$ cat config.mk
export PLATFORM = sky130hd
export DESIGN_NAME = ahb_burst_master
export DESIGN_NICKNAME = d
export VERILOG_FILES = /design/src/rtl/ahb_burst_master.sv
export SDC_FILE = /design/constraint.sdc
export NUM_CORES = 1
export LEC_CHECK = 0
export ABC_AREA = 1
export CAP_MARGIN = 25
export CORE_ASPECT_RATIO = 1.75
export CORE_MARGIN = 8
export CORE_UTILIZATION = 42
export CTS_BUF_LIST = sky130_fd_sc_hd__clkbuf_4
export DETAILED_ROUTE_END_ITERATION = 8
export GPL_TIMING_DRIVEN = 1
export MAX_ROUTING_LAYER = met4
export PLACE_DENSITY = 0.8
export SLEW_MARGIN = 20
export SYNTH_ARGS = -nofsm -noshare
export SYNTH_HDL_FRONTEND = slang
export SYNTH_SLANG_ARGS = --single-unit
export TNS_END_PERCENT = 10
$ cat constraint.sdc
create_clock -name hclk -period 2.1 [get_ports hclk]
set_clock_uncertainty 0.2 [all_clocks]
set_input_delay 0.21 -clock hclk [delete_from_list [all_inputs] [get_ports hclk]]
set_output_delay 0.21 -clock hclk [all_outputs]
set_load 0.01 [all_outputs]
$ cat src/rtl/ahb_burst_master.sv
// rtl/ahb_burst_master.sv - command-driven AHB-Lite burst master
//
// Purpose:
//   Accepts one burst command at a time and runs it on AHB-Lite as word
//   transfers: NONSEQ then SEQ beats, with the address and data phases
//   pipelined and every step stalled by hready. Write data is pulled from a
//   local source (wr_req/wr_data). Read data is presented on rd_data with a
//   one-cycle rd_valid strobe. done pulses when the burst ends. err pulses
//   together with done when an ERROR response aborts the burst.
//
// Configuration macro:
//   AHB_MASTER_WRAP_EN - when defined, WRAP4/8/16 wrap at the burst-size
//   boundary. Otherwise they run as linear INCR bursts of the same length.
//
// Ports:
//   hclk, hreset            clock, asynchronous active-low reset
//   cmd_valid/cmd_ready     command handshake
//   cmd_addr/write/burst    start address, direction, hburst code
//   wr_req, wr_data         write-data pull (consumed when wr_req=1)
//   rd_valid, rd_data       read beat output
//   done, err               end-of-burst pulses
//   hsel, haddr, htrans,
//   hburst, hwrite, hsize,
//   hmastlock, hwdata       AHB master outputs
//   hready, hresp, hrdata   AHB slave responses
module ahb_burst_master #(
  parameter int AWIDTH = 32,
  parameter int DWIDTH = 32
) (
  input  logic              hclk,
  input  logic              hreset,
  input  logic              cmd_valid,
  output logic              cmd_ready,
  input  logic [AWIDTH-1:0] cmd_addr,
  input  logic              cmd_write,
  input  logic [2:0]        cmd_burst,
  output logic              wr_req,
  input  logic [DWIDTH-1:0] wr_data,
  output logic              rd_valid,
  output logic [DWIDTH-1:0] rd_data,
  output logic              done,
  output logic              err,
  output logic              hsel,
  output logic [AWIDTH-1:0] haddr,
  output logic [1:0]        htrans,
  output logic [2:0]        hburst,
  output logic              hwrite,
  output logic [2:0]        hsize,
  output logic              hmastlock,
  output logic [DWIDTH-1:0] hwdata,
  input  logic              hready,
  input  logic [1:0]        hresp,
  input  logic [DWIDTH-1:0] hrdata
);

  // ST_ADDR: first (NONSEQ) address phase, no data phase outstanding.
  // ST_SEQ : SEQ address phase overlapping the previous beat's data phase.
  // ST_LAST: only the final data phase is outstanding, htrans is IDLE.
  typedef enum logic [1:0] {
    ST_IDLE = 2'd0,
    ST_ADDR = 2'd1,
    ST_SEQ  = 2'd2,
    ST_LAST = 2'd3
  } state_e;

  localparam logic [1:0] TR_IDLE   = 2'b00;
  localparam logic [1:0] TR_NONSEQ = 2'b10;
  localparam logic [1:0] TR_SEQ    = 2'b11;

  state_e            state_q, state_d;
  logic [AWIDTH-1:0] haddr_q, haddr_d;
  logic [1:0]        htrans_q, htrans_d;
  logic [2:0]        hburst_q, hburst_d;
  logic              hwrite_q, hwrite_d;
  logic [DWIDTH-1:0] hwdata_q, hwdata_d;
  logic [4:0]        cnt_q, cnt_d;
  logic [DWIDTH-1:0] rd_data_q, rd_data_d;
  logic              rd_valid_q, rd_valid_d;
  logic              done_q, done_d;
  logic              err_q, err_d;

  logic [4:0]        beats_m1;
  logic [AWIDTH-1:0] addr_inc;
  logic [AWIDTH-1:0] next_addr;
  logic              data_phase;
  logic              data_done;
  logic              err_now;

  // hburst[2:1] encodes the length for both INCRx and WRAPx; INCR (001)
  // falls into the 00 group and therefore runs as a single beat.
  always_comb begin
    case (hburst_q[2:1])
      2'b00:   beats_m1 = 5'd0;
      2'b01:   beats_m1 = 5'd3;
      2'b10:   beats_m1 = 5'd7;
      default: beats_m1 = 5'd15;
    endcase
  end

  assign addr_inc = haddr_q + {{(AWIDTH-3){1'b0}}, 3'b100};

`ifdef AHB_MASTER_WRAP_EN
  logic              is_wrap;
  logic [AWIDTH-1:0] wrap_mask;

  // Even non-zero codes are the WRAP variants; the mask spans beats*4 bytes.
  assign is_wrap   = ~hburst_q[0] & (hburst_q[2:1] != 2'b00);
  assign wrap_mask = {{(AWIDTH-7){1'b0}}, beats_m1, 2'b11};
  assign next_addr = is_wrap ? ((haddr_q & ~wrap_mask) | (addr_inc & wrap_mask))
                             : addr_inc;
`else
  assign next_addr = addr_inc;
`endif

  assign data_phase = (state_q == ST_SEQ) || (state_q == ST_LAST);
  assign data_done  = data_phase && hready;
  assign err_now    = data_done && (hresp == 2'b01);

  always_comb begin
    state_d    = state_q;
    haddr_d    = haddr_q;
    htrans_d   = htrans_q;
    hburst_d   = hburst_q;
    hwrite_d   = hwrite_q;
    hwdata_d   = hwdata_q;
    cnt_d      = cnt_q;
    rd_data_d  = rd_data_q;
    rd_valid_d = 1'b0;
    done_d     = 1'b0;
    err_d      = 1'b0;
    wr_req     = 1'b0;

    // An errored read beat is never forwarded.
    if (data_done && !hwrite_q && !err_now) begin
      rd_data_d  = hrdata;
      rd_valid_d = 1'b1;
    end

    case (state_q)
      ST_IDLE: begin
        cnt_d = 5'd0;
        if (cmd_valid) begin
          state_d  = ST_ADDR;
          haddr_d  = cmd_addr & {{(AWIDTH-2){1'b1}}, 2'b00};
          htrans_d = TR_NONSEQ;
          hburst_d = cmd_burst;
          hwrite_d = cmd_write;
        end
      end
      ST_ADDR, ST_SEQ: begin
        if (err_now) begin
          // The address phase completing alongside the error is discarded.
          state_d  = ST_IDLE;
          htrans_d = TR_IDLE;
          done_d   = 1'b1;
          err_d    = 1'b1;
        end else if (hready) begin
          if (hwrite_q) begin
            wr_req   = 1'b1;
            hwdata_d = wr_data;
          end
          cnt_d = cnt_q + 5'd1;
          if (cnt_q == beats_m1) begin
            state_d  = ST_LAST;
            htrans_d = TR_IDLE;
          end else begin
            state_d  = ST_SEQ;
            htrans_d = TR_SEQ;
            haddr_d  = next_addr;
          end
        end
      end
      ST_LAST: begin
        if (data_done) begin
          state_d = ST_IDLE;
          done_d  = 1'b1;
          err_d   = err_now;
        end
      end
      default: begin
        state_d  = ST_IDLE;
        htrans_d = TR_IDLE;
      end
    endcase
  end

  always_ff @(posedge hclk or negedge hreset) begin
    if (!hreset) begin
      state_q    <= ST_IDLE;
      haddr_q    <= '0;
      htrans_q   <= TR_IDLE;
      hburst_q   <= 3'b000;
      hwrite_q   <= 1'b0;
      hwdata_q   <= '0;
      cnt_q      <= 5'd0;
      rd_data_q  <= '0;
      rd_valid_q <= 1'b0;
      done_q     <= 1'b0;
      err_q      <= 1'b0;
    end else begin
      state_q    <= state_d;
      haddr_q    <= haddr_d;
      htrans_q   <= htrans_d;
      hburst_q   <= hburst_d;
      hwrite_q   <= hwrite_d;
      hwdata_q   <= hwdata_d;
      cnt_q      <= cnt_d;
      rd_data_q  <= rd_data_d;
      rd_valid_q <= rd_valid_d;
      done_q     <= done_d;
      err_q      <= err_d;
    end
  end

  assign cmd_ready = (state_q == ST_IDLE);
  assign hsel      = htrans_q[1];
  assign haddr     = haddr_q;
  assign htrans    = htrans_q;
  assign hburst    = hburst_q;
  assign hwrite    = hwrite_q;
  assign hsize     = 3'b010;
  assign hmastlock = 1'b0;
  assign hwdata    = hwdata_q;
  assign rd_data   = rd_data_q;
  assign rd_valid  = rd_valid_q;
  assign done      = done_q;
  assign err       = err_q;

endmodule

==> impl_metrics.tcl <==
set metrics [dict create \
    status "finished, violations left" \
    violations "negative setup slack" \
    regArea_mm2 0.00276 \
    grt_pass1_wl_um 29100 \
    ioPinCount 218 \
    dp_cells 1164 \
    num_rows 57 \
    start_util_pct 42.3 \
    slew_viol_final 0 \
    yosysTopAreaCell "dfrtp_1" \
    core_mm2 0.0137 \
    tightestPinTransition_ns 0.522 \
    multi_input_area_mm2 0.00278 \
    yosys_warnings 0 \
    slew-limit-headroom_pct 65.1 \
    ys_ff_latch 110 \
    antenna_found_initial 1 \
    routed_via_density 4.86 \
    r2r_slack_ns 0.05 \
    syn_area_mm2 0.00579 \
    drtIter0Drc 202 \
    ant_nets 0 \
    critPathKind "flop to output port" \
    instances_no_fill 1194 \
    worst_r2r_startpoint "state_q[0]$_DFFE_PN0P_" \
    cts_max_path_buffers 2 \
    ys.flop_type "dfrtp_1" \
    wl_per_cell_um 15.9 \
    ys_top_cells_by_area "dfrtp_1 48%, nand2_1 26%, nor2_1 4.9%" \
    dieHeight_um 171 \
    htree_levels 3 \
    period_share_pct 104 \
    p_total_mw 13.1 \
    cts_tree "done" \
    clock-root-buffer "clkbuf_4" \
    syn_inst 775 \
    finalWeightedCongestion 0.905 \
    ys_top_cells_by_count "399 x nand2_1, 110 x dfrtp_1, 76 x nor2_1" \
    ys_seq_area_share_pct 47.6 \
    synth_cell_types 39 \
    clock-sinks 110 \
    required_ns 1.69 \
    area_growth_pct 48.5 \
    grt_max_degree 40 \
    vias 5799 \
    crit_path_end_kind "output port" \
    rr_worst_depth 13 \
    grt_pass1_vias 5914 \
    fillers 1219 \
    hold_class "input pin to flop" \
    slowest_stage "dfrtp_1" \
    fmax_mhz 457 \
    static-leakage-power_nw 4.05 \
    worstPathArrival_ns 1.78 \
    numCtsBuffers 9 \
    setup_slack_ns -0.0865 \
    grt_overflow 0 \
    hpwl_um 14100 \
    drc 0 \
    post_cts_buffers 0 \
    drive_gt1_share_pct 11.2 \
    die_x_um 105 \
    hp-start "wr_data[29]" \
    fin_crit_ns 2.19 \
    fin_nets 1124 \
    path_clk_slew_ns 0.20 \
    slowest_delay_ns 0.43 \
    rr_endpoint "haddr[19]$_DFFE_PN0P_" \
    die_area_mm2 0.0179 \
    io_buffers 209 \
    grt_usage_pct 20.7 \
    yosys.cell_count.top_type "nand2_1" \
    clkLatencyLatePin_ns 0.48 \
    drt-pass1-iter-count 5 \
    rsz0062_at_grt "true" \
    hold_end "hwdata[29]$_DFFE_PN0P_" \
    setup_viol 1 \
    synth_edf_count 0 \
    synth_top_area_share_pct 47.6 \
    worstPathCellList "inv_2 -> ha_4 -> o21ai_4 -> nor2_8 -> nor2_4 -> nand3_2 -> inv_2 -> buf_6" \
    drv_cap 0 \
    drt_wl_total_um 19000 \
    postSynthAreaPerCell_um2 7.47 \
    ir_drop_mv 0.845 \
    hold_viol 0 \
    cp-start-kind "flop" \
    path_max_fanout 3 \
    power_density_mw_per_mm2 1530 \
    cpMostUsedCell "inv_2" \
    async_reset_ff_share_pct 100 \
    whs_path_depth 3 \
    cp-startpoint "state_q[0]$_DFFE_PN0P_" \
]
==> area by class of cell <==
| cell class | count | area share, % |
|---|---|---|
| multi-input combinational | 602 | 32.4 |
| sequential | 110 | 32.1 |
| timing repair buffer | 252 | 29.7 |
| tap | 177 | 2.58 |
| inverter | 36 | 1.66 |
| clock buffer | 10 | 0.874 |
| clock inverter | 6 | 0.728 |
| antenna | 1 | 0.0291 |
==> layout by cell type (no fill, tap or decap), types with 3 or more instances in the layout <==
cell,synthesis,final
nand3b_1,13,13
ha_4,0,3
mux2_2,3,3
inv_2,5,7
buf_4,12,26
clkdlybuf4s50_1,0,206
o21ai_2,8,8
buf_12,0,4
nor2_1,76,68
nand3_1,31,31
o31ai_1,5,5
nand2_2,6,7
nand3_2,3,3
nor2_4,1,3
inv_1,28,26
dlygate4sd3_1,0,8
clkbuf_16,0,3
nor2_2,9,15
dfrtp_1,110,108
o21ai_0,12,12
xor2_1,4,4
clkbuf_4,0,10
nand2_1,399,398
conb_1,2,6
ha_1,7,3
inv_6,0,3
==> repair_timing <==
item,4_1_cts,5_1_grt
hold buffers,6,3
pin swaps,1,4
hold endpoints to repair,113,3
gates resized for setup,14,19
endpoints found under the setup margin,8,45
gates cloned,0,4
==> power by group <==
part | total, mW | switching, mW | internal (mW)
Combinational | 8.10 | 4.18 | 3.92
Clock | 1.06 | 0.771 | 0.289
Sequential | 3.98 | 0.871 | 3.11
Total | 13.1 | 5.82 | 7.31
==> worst max path at each step <==
| stage | end | slack (ns) | cells after the start |
|---|---|---|---|
| 2_1_floorplan | haddr[5]$_DFFE_PN0P_ | 0.08 | 12 |
| 3_3_place_gp | wr_req | -0.09 | 8 |
| 3_5_place_dp | wr_req | -0.09 | 8 |
| 4_1_cts | wr_req | -0.11 | 8 |
| 5_1_grt | wr_req | -0.20 | 8 |
| 6_report | wr_req | -0.09 | 8 |
==> registers in the layout, indices dropped and copies added (netlist names) <==
register	cells
err	1
hwrite	1
rd_data	32
haddr	30
hwdata	32
done	1
state_q	2
rd_valid	1
htrans	2
cnt_q	5
hburst	3
==> logic make-up after synthesis <==
kind of cell / Yosys count / synth area share [%]
mux: 3 / 0.584
xor+xnor: 6 / 0.908
flops: 110 / 47.6
buf+inv: 67 / 5.90
other cells: 2 / 0.130
fa+ha+maj: 7 / 1.51
simple gates: 546 / 39.3
compound gates: 34 / 4.09
==> worst max-delay path: cells and delay by family, from the launching register on <==
family	cells	cell delay, ns
fa+ha+maj	1	0.17
simple gates	3	0.22
buf+inv	3	0.27
flops	1	0.43
compound gates	1	0.22
==> metal layers <==
layer | up-vias | routed length, µm | GRT usage, %
met5 | - | 0 | -
met4 | 0 | 1050 | 12.3
met3 | 58 | 1110 | 4.95
met2 | 208 | 10000 | 36.6
met1 | 2678 | 6780 | 20.2
li1 | 2855 | - | -
==> through the flow <==
| step | setup TNS (ns) | utilization, % | hold WS [ns] | area (µm²) | setup slack [ns] |
|---|---|---|---|---|---|
| 6_report | -0.0865 | 62.7 | 0.0265 | 8590 | -0.0865 |
| 5_1_grt | -1.25 | 62.7 | 0.00104 | 8590 | -0.203 |
| 4_1_cts | -0.107 | 61.5 | 0.00336 | 8420 | -0.107 |
| 3_5_place_dp | -0.0902 | 59.9 | -0.0341 | 8200 | -0.0902 |
| 3_3_place_gp | -0.0880 | 59.9 | -0.0376 | 8200 | -0.0880 |
| 2_1_floorplan | 0 | - | -0.286 | 5800 | 0.0840 |
Note: power is estimated with default switching activity, not from simulation.
